File: config.mk
export PLATFORM = sky130hd
export DESIGN_NAME = merger_lane_arbiter
export DESIGN_NICKNAME = d
export VERILOG_FILES = /design/src/rtl/merger_arb_pkg.sv /design/src/rtl/rr_pick.sv /design/src/rtl/merger_lane_arbiter.sv
export SDC_FILE = /design/constraint.sdc
export NUM_CORES = 1
export LEC_CHECK = 0
export BUFFER_PORTS_ARGS = -buffer_cell sky130_fd_sc_hd__clkbuf_2
export CAP_MARGIN = 20
export CORE_MARGIN = 3
export CORE_UTILIZATION = 52
export DETAILED_ROUTE_END_ITERATION = 6
export MAX_ROUTING_LAYER = met4
export PLACE_DENSITY = 0.86
export SLEW_MARGIN = 30
export SYNTH_ARGS = -nofsm -noshare
export SYNTH_HDL_FRONTEND = slang
export SYNTH_SLANG_ARGS = --single-unit
File: constraint.sdc
create_clock -name i_clk -period 2.3 [get_ports i_clk]
set_input_delay 0.115 -clock i_clk [delete_from_list [all_inputs] [get_ports i_clk]]
set_output_delay 0.115 -clock i_clk [all_outputs]
set_load 0.01 [all_outputs]
File: src/rtl/merger_arb_pkg.sv
// Shared types and constants for the merger lane arbiter.
package merger_arb_pkg;

  // Arbiter FSM states.
  typedef enum logic [1:0] {
    ST_IDLE  = 2'd0,
    ST_GRANT = 2'd1,
    ST_DRAIN = 2'd2,
    ST_FLUSH = 2'd3
  } arb_state_e;

  // Merger pipeline depth in advancing cycles.
  localparam int DEFAULT_DRAIN_CYCLES = 8;

  // A tuple with this key terminates a sorted run.
  localparam logic [31:0] TERM_KEY = 32'h0;

endpackage

File: src/rtl/rr_pick.sv
// Round-robin first-set search: starting just above ptr_i and wrapping,
// returns the first requesting lane as one-hot and binary index.
module rr_pick #(
  parameter int N = 4,
  parameter int W = 2
) (
  input  logic [N-1:0] req_i,
  input  logic [W-1:0] ptr_i,
  output logic [N-1:0] grant_o,
  output logic [W-1:0] idx_o,
  output logic         found_o
);

  logic [W-1:0] cand;

  // Walk offsets 1..N from the pointer; the nearest requester wins.
  always_comb begin
    grant_o = '0;
    idx_o   = '0;
    found_o = 1'b0;
    cand    = '0;
    for (int k = 1; k <= N; k++) begin
      cand = W'((int'(ptr_i) + k) % N);
      if (!found_o && req_i[cand]) begin
        found_o       = 1'b1;
        grant_o[cand] = 1'b1;
        idx_o         = cand;
      end
    end
  end

endmodule

File: src/rtl/merger_lane_arbiter.sv
// Time-shares one bitonic merger among NUM_LANES lane pairs. A lane keeps
// the merger for a whole run (zero-key terminator seen on both A and B),
// then the pipeline drains, a flush pulse clears it, and the next lane in
// round-robin order is granted.
// Optional: MERGER_ARB_STATS_EN adds the o_runs_done completed-run counter.
//
// state | meaning
// IDLE  | no owner; pick next requesting lane after the pointer
// GRANT | lane owns merger; collecting A/B terminators
// DRAIN | grant held; counting advancing cycles until pipeline empty
// FLUSH | one-cycle flush pulse, grant dropped, pointer advanced
module merger_lane_arbiter
  import merger_arb_pkg::*;
#(
  parameter int NUM_LANES    = 4,
  parameter int LANE_W       = 2,
  parameter int DRAIN_CYCLES = DEFAULT_DRAIN_CYCLES
) (
  input  logic                 i_clk,
  input  logic                 i_rst,
  input  logic [NUM_LANES-1:0] i_lane_req,
  input  logic                 i_term_a,
  input  logic                 i_term_b,
  input  logic                 i_fifo_out_ready,
  output logic [NUM_LANES-1:0] o_grant,
  output logic                 o_grant_valid,
  output logic [LANE_W-1:0]    o_lane_idx,
  output logic                 o_flush
`ifdef MERGER_ARB_STATS_EN
  ,
  output logic [15:0]          o_runs_done
`endif
);

  arb_state_e           state_q;
  logic [NUM_LANES-1:0] grant_q;
  logic                 grant_valid_q;
  logic [LANE_W-1:0]    lane_idx_q;
  logic                 flush_q;
  logic [LANE_W-1:0]    ptr_q;
  logic                 term_a_q, term_b_q;
  logic                 term_a_d, term_b_d;
  logic [7:0]           cnt_q;

  logic [NUM_LANES-1:0] pick_grant;
  logic [LANE_W-1:0]    pick_idx;
  logic                 pick_found;

  rr_pick #(
    .N (NUM_LANES),
    .W (LANE_W)
  ) u_rr_pick (
    .req_i   (i_lane_req),
    .ptr_i   (ptr_q),
    .grant_o (pick_grant),
    .idx_o   (pick_idx),
    .found_o (pick_found)
  );

  // Sticky terminator flags including this cycle's pulses, so both sides
  // arriving together still end the run.
  always_comb begin
    term_a_d = term_a_q | i_term_a;
    term_b_d = term_b_q | i_term_b;
  end

`ifdef MERGER_ARB_STATS_EN
  logic [15:0] runs_q;

  // Completed-run counter, bumped once per FLUSH cycle; wraps naturally.
  always_ff @(posedge i_clk) begin
    if (i_rst) runs_q <= '0;
    else if (state_q == ST_FLUSH) runs_q <= runs_q + 16'd1;
  end

  assign o_runs_done = runs_q;
`endif

  // Arbitration FSM with registered outputs.
  always_ff @(posedge i_clk) begin
    if (i_rst) begin
      state_q       <= ST_IDLE;
      grant_q       <= '0;
      grant_valid_q <= 1'b0;
      lane_idx_q    <= '0;
      flush_q       <= 1'b0;
      ptr_q         <= LANE_W'(NUM_LANES - 1);
      term_a_q      <= 1'b0;
      term_b_q      <= 1'b0;
      cnt_q         <= '0;
    end else begin
      flush_q <= 1'b0;
      case (state_q)
        ST_IDLE: begin
          if (pick_found) begin
            grant_q       <= pick_grant;
            grant_valid_q <= 1'b1;
            lane_idx_q    <= pick_idx;
            state_q       <= ST_GRANT;
          end
        end
        ST_GRANT: begin
          term_a_q <= term_a_d;
          term_b_q <= term_b_d;
          if (term_a_d && term_b_d) begin
            cnt_q   <= 8'(DRAIN_CYCLES - 1);
            state_q <= ST_DRAIN;
          end
        end
        ST_DRAIN: begin
          // Only advancing cycles move data out of the merger.
          if (i_fifo_out_ready) begin
            if (cnt_q == 8'd0) begin
              flush_q       <= 1'b1;
              grant_q       <= '0;
              grant_valid_q <= 1'b0;
              state_q       <= ST_FLUSH;
            end else begin
              cnt_q <= cnt_q - 8'd1;
            end
          end
        end
        ST_FLUSH: begin
          ptr_q    <= lane_idx_q;
          term_a_q <= 1'b0;
          term_b_q <= 1'b0;
          state_q  <= ST_IDLE;
        end
        default: state_q <= ST_IDLE;
      endcase
    end
  end

  assign o_grant       = grant_q;
  assign o_grant_valid = grant_valid_q;
  assign o_lane_idx    = lane_idx_q;
  assign o_flush       = flush_q;

endmodule
; Yosys cells after proc, flatten, opt, wreduce, memory -nomap -nowiden
; Index checks and enable logic that the tools add are counted.
[totals]
reg_bits = 22
output_inout_bits = 8
word_cells = 106
in_bits = 9
[op_classes]
bitwise_logic = 7
n_reduce_logical = 21
mux = 48
add_sub_neg = 5
eq_ne = 8
order_cmp = 8
[ops]
columns = operator, n
row1 = 2-to-1 mux 4 bit, 7
row2 = 2-to-1 mux 8 bit, 3
row3 = 2-to-1 mux 1 bit, 16
row4 = 2-to-1 mux 2 bit, 8
row5 = one-hot mux 8 bit (2 select lines), 1
row6 = "less-than comparator 2 x 3 -> 1 bit, second input constant", 4
row7 = OR 4 bit, 3
row8 = AND reduction 4 bit, 3
row9 = "!= test 2 bit, second input constant", 5
row10 = binary-select mux 1 bit (select 2 bit), 4
row11 = demux 1 bit (select 2 bit), 4
row12 = "greater-or-equal comparator 2 x 1 -> 1 bit, second input constant", 4
row13 = logical AND 1 bit, 8
row14 = logical NOT 8 bit, 1
row15 = one-hot mux 2 bit (4 select lines), 1
row16 = one-hot mux 4 bit (2 select lines), 1
row17 = "subtractor 8 x 1 -> 8 bit, second input constant", 1
row18 = one-hot mux 1 bit (2 select lines), 3
row19 = nonzero test 2 bit, 3
row20 = "adder 2 x 1 -> 2 bit, second input constant", 2
row21 = "adder 2 bit, second input constant", 2
row22 = "== test 2 bit, second input constant", 2
row23 = logical NOT 1 bit, 3
row24 = OR reduction 3 bit, 1
row25 = other kinds (5), 7

; Depth between registers and ports, before layout
[depth]
ltp_word = 15
ltp_mapped = 9
mapped_depth_nobuf = 7

; Modules after synthesis
; From an unflattened synthesis, not the netlist that was laid out.
[hier_totals]
hier_cells = 215
area_unflattened_um2 = 1783.0
[by_module_without_submodules]
columns = module, cells_each, instances, seq_area_each_um2, area_each_um2
row1 = merger_lane_arbiter, 129, 1, 440.4, 1153.6
row2 = rr_pick, 86, 1, 0.0, 629.4

; Worst setup path before layout
; OpenSTA, ideal clock, no wires.
[synth_timing]
path_type = register to register
from = register ptr_q[1]
to = register grant_q[0], in the netlist o_grant[0]
stages_incl_launch_ff = 10
n_path_buf = 2
synth_period_minus_slack_ps = 2123
arrival_time_ps = 1995
required_time_ps = 2172
path_slack_ps = 177
cell_sequence = dfxtp_1 -> buf_2 -> inv_1 -> ha_1 -> buf_2 -> mux2_2 -> nor2_1 -> nor2_1 -> a222oi_1 -> o211ai_1
[synth_between]
elab_chain_len = 15
word_cells_on_any_way = 53
classes_between = 4 x add/sub / 8 x order compare / 1 x eq/ne / 26 x mux / 3 x bitwise / 11 x reduce/logical
[synth_lines]
columns = element, line
row1 = start: declaration, merger_lane_arbiter.sv:40  ; logic [LANE_W-1:0] ptr_q;
row2 = start signal: assignment, merger_lane_arbiter.sv:87  ; ptr_q <= LANE_W'(NUM_LANES - 1);
row3 = start signal: assignment, merger_lane_arbiter.sv:124  ; ptr_q <= lane_idx_q;
row4 = "parallel branches: the longest is 15 deep, another holds less-than comparator 2 x 3 -> 1 bit", --
row5 = end signal: assignment, merger_lane_arbiter.sv:96  ; grant_q <= pick_grant;
row6 = end: declaration, merger_lane_arbiter.sv:36  ; logic [NUM_LANES-1:0] grant_q;
; Parallel ways; which one is timed is not known. The select of a mux whose other input is x is not followed.
; A chain may end at the register's enable or synchronous reset.

; Worst setup path in the final report
[layout_timing]
from = register state_q[0]
to = register cnt_q[4]
[layout_between]
elab_chain_len = 3
word_cells_on_any_way = 8
classes_between = 5 x eq/ne / 1 x mux / 2 x reduce/logical
[layout_lines]
columns = element, line
row1 = start: declaration, merger_lane_arbiter.sv:35  ; arb_state_e state_q;
row2 = start signal: assignment, merger_lane_arbiter.sv:82  ; state_q <= ST_IDLE;
row3 = start signal: assignment, merger_lane_arbiter.sv:99  ; state_q <= ST_GRANT;
row4 = start signal: assignment, merger_lane_arbiter.sv:107  ; state_q <= ST_DRAIN;
row5 = == test 2 bit or == test 2 x 1 -> 1 bit (tied branches), merger_lane_arbiter.sv:93  ; case (state_q)
row6 = != test 2 bit (no line) or nonzero test 2 bit (tied branches), --
row7 = AND reduction 4 bit (no line), --
row8 = end signal: assignment, merger_lane_arbiter.sv:106  ; cnt_q <= 8'(DRAIN_CYCLES - 1);
row9 = end signal: assignment, merger_lane_arbiter.sv:119  ; cnt_q <= cnt_q - 8'd1;
row10 = end: declaration, merger_lane_arbiter.sv:43  ; logic [7:0] cnt_q;
; Several ways; a longest one is shown, not always the timed one.

==> impl_metrics.json <==
{
  "area_share_of_the_leading_cell_type_in_the_synthesized_netlist_pct": 27.8,
  "std_cell_rows": 19,
  "worst-setup-path-type": "register to register",
  "synth_warnings": 0,
  "drive_gt1_share_pct": 21.4,
  "power_w": 0.00199,
  "max-clock-path-buffers": 2,
  "finalMaxSlewViolations": 0,
  "cts_buffers": 3,
  "post-place-cells": 219,
  "drt_iter0_drc": 106,
  "finalNonFillerCells": 223,
  "grt_max_degree": 14,
  "first_global_vias": 1318,
  "hold-path-cell-count": 3,
  "core_sq_um": 2830,
  "grtUsageTotal_pct": 19.3,
  "numClockSinks": 22,
  "synth_area_per_cell_sq_um": 8.96,
  "route.detailed.wl_per_inst_um": 15.2,
  "synth_ff_type": "sky130_fd_sc_hd__dfxtp_1",
  "final_hold_viol_count": 0,
  "route.antenna.remaining_nets": 0,
  "gp_routability_congestion": 0.914,
  "yosys_register_bits": 22,
  "vias": 1420,
  "critPathMaxFanout": 8,
  "worst_ir_drop_vdd_mv": 0.895,
  "synth_enable_flop_cells": 0,
  "critical_path_required_ps": 2540,
  "endpoint_kind_of_the_worst_setup_timing_path": "register",
  "die_w_um": 61.2,
  "place_hpwl_um": 2620,
  "fin_area_sq_um": 1740,
  "grt_setup_unrepaired": "false",
  "timing.final.setup_violations": 0,
  "yosysUniqueCellTypes": 54,
  "cts.repair_timing.setup_buffer_count": 0,
  "clk_latency_ps": 300,
  "die-height_um": 61.2,
  "fin_worst_skew_ps": 1.77,
  "worstPathArrival_ps": 2260,
  "worst_slew_pin_slew_ps": 496,
  "netlist_area_sq_um": 1590,
  "period_needed_ps": 2030,
  "boundaryPins": 17,
  "detailed_place.area_sq_um": 1690,
  "synth_async_sr_flop_share_pct": 0,
  "synthToLayoutAreaGrowth_pct": 9.79,
  "grt_pass1_wl_um": 5450,
  "grt.overflow.total": 0,
  "io_buffers": 16,
  "final_min_period_over_clock_period_pct": 88.1,
  "initial_core_util_pct": 56.0,
  "tritoncts_clock_tree": "done",
  "hold_bufs_at_cts": 0,
  "cts_root_buffer": "sky130_fd_sc_hd__clkbuf_4",
  "p_per_area_nw_per_um2": 1140,
  "fmax_mhz": 494,
  "area_of_the_die_sq_um": 3750,
  "synth_cells": 177,
  "final_sum_of_negative_setup_slack_ps": 0,
  "synth_top_cells_by_area": "sky130_fd_sc_hd__dfxtp_1, sky130_fd_sc_hd__ha_1, sky130_fd_sc_hd__o211ai_1",
  "drc": 0,
  "wire_length_reported_by_the_detailed_router_um": 3380,
  "synth_sequential_area_ratio_pct": 27.8,
  "antenna-diode-count": 0,
  "hold_path.class": "input port to register",
  "nets": 217,
  "detail_route.first_pass.iterations": 4,
  "slew_headroom_pct": 66.7,
  "cts.reportedPaths.clkPinSlew_ps": 120,
  "total_leakage_power_nw": 0.689,
  "viasPerCell": 6.37,
  "level_count_of_the_clock_h_tree": 1,
  "netlist.top_cell.by_area": "sky130_fd_sc_hd__dfxtp_1",
  "post_cts.resized_instances": 0,
  "cap_viol_max_count": 0,
  "initial_antenna_violation_count": 0,
  "category_of_the_worst_setup_path_launch_point": "register",
  "worst_r2r_path_depth": 7,
  "mappedNetlistNets": 201,
  "status": "finished clean"
}
## placed cells by master (no fill, tap or decap), drive strengths merged, types with 3 or more instances in the layout
cell type	instances
dfxtp	22
clkbuf	19
nor2	15
ha	15
nand2	12
a21oi	10
inv	9
o211ai	9
nor3	7
o2111ai	5
nand2b	4
mux2i	4
nor2b	4
xor2	4
a222oi	4
buf	4
o21ai	4
mux2	3
or3b	3
nor3b	3
a211oi	3
## sequential cells by signal, indices dropped and copies added (netlist names)
| name | flops |
|---|---|
| cnt_q | 8 |
| o_grant | 4 |
| o_lane_idx | 2 |
| ptr_q | 2 |
| state_q | 2 |
| o_flush | 1 |
| o_grant_valid | 1 |
| term_a_q | 1 |
| term_b_q | 1 |
## where the power goes
group | internal (W) | switching, W
combinational | 0.000453 | 0.000613
sequential | 0.000516 | 0.000112
clock | 0.000176 | 0.000116
## area by class of cell
cell class	count	area [sq um]
Timing Repair Buffer	20	110
Clock buffer	3	22.5
Sequential cell	22	440
Clock inverter	1	30.0
Multi-Input combinational cell	137	1060
Fill cell	245	1090
Tap cell	31	38.8
Inverter	9	33.8
## layer usage
metal	GRT usage, %	share of wire, %	vias to the layer above
met5	-	0	-
met2	33.5	51	32
met3	2.73	3.2	2
met4	8.36	0.47	0
met1	21.9	45	691
li1	-	-	695
## kinds of logic after synthesis
kind of cell | after synthesis | share of synthesized area, %
buffers and inverters | 18 | 5.05
AO/OA/AOI/OAI | 50 | 25.7
XOR/XNOR | 4 | 2.21
AND/OR/NAND/NOR | 61 | 22.8
flip-flops | 22 | 27.8
adder cells (fa/ha/maj) | 15 | 11.8
multiplexers | 7 | 4.66
## cells in the mapped netlist (all sizes together), types with 2 or more instances
library cell / number
a211oi: 3
a21oi: 10
a222oi: 4
a22o: 2
a311oi: 2
a31oi: 2
buf: 8
dfxtp: 22
ha: 15
inv: 9
mux2: 3
mux2i: 4
nand2: 12
nand2b: 4
nand4: 2
nor2: 15
nor2b: 4
nor3: 7
nor3b: 3
nor4: 2
o2111ai: 5
o211ai: 9
o21ai: 4
o22ai: 2
or3b: 3
xor2: 4
## metrics by stage
step | utilization (%) | worst slack (ps) | hold WS, ps
6_report | 61.5 | 274 | 110
5_1_grt | 61.5 | 164 | 123
4_1_cts | 61.5 | 281 | 108
3_5_place_dp | 59.7 | 319 | 436
3_3_place_gp | 59.7 | 418 | 416
2_1_floorplan | - | 177 | 302
## path summary, 6_finish.rpt
kind	startpoint	end	slack, ps
max reg2reg	state_q[0]$_SDFFE_PP0P_	cnt_q[4]$_SDFFE_PP0P_	270
min reg2reg	o_grant[2]$_SDFFE_PP0P_	o_grant[2]$_SDFFE_PP0P_	500
max	state_q[0]$_SDFFE_PP0P_	cnt_q[4]$_SDFFE_PP0P_	270
min	i_term_b	term_b_q$_SDFFE_PP0P_	110
## worst max-delay path: stages, from the launching register on
cell and delay, ps:
sky130_fd_sc_hd__dfxtp_1 350, sky130_fd_sc_hd__inv_1 140, sky130_fd_sc_hd__ha_1 320, sky130_fd_sc_hd__nand2_2 130
sky130_fd_sc_hd__a31oi_4 290, sky130_fd_sc_hd__o211ai_2 150, sky130_fd_sc_hd__or4_1 420, sky130_fd_sc_hd__a21oi_1 170
Power figures use the tool's default switching activity.
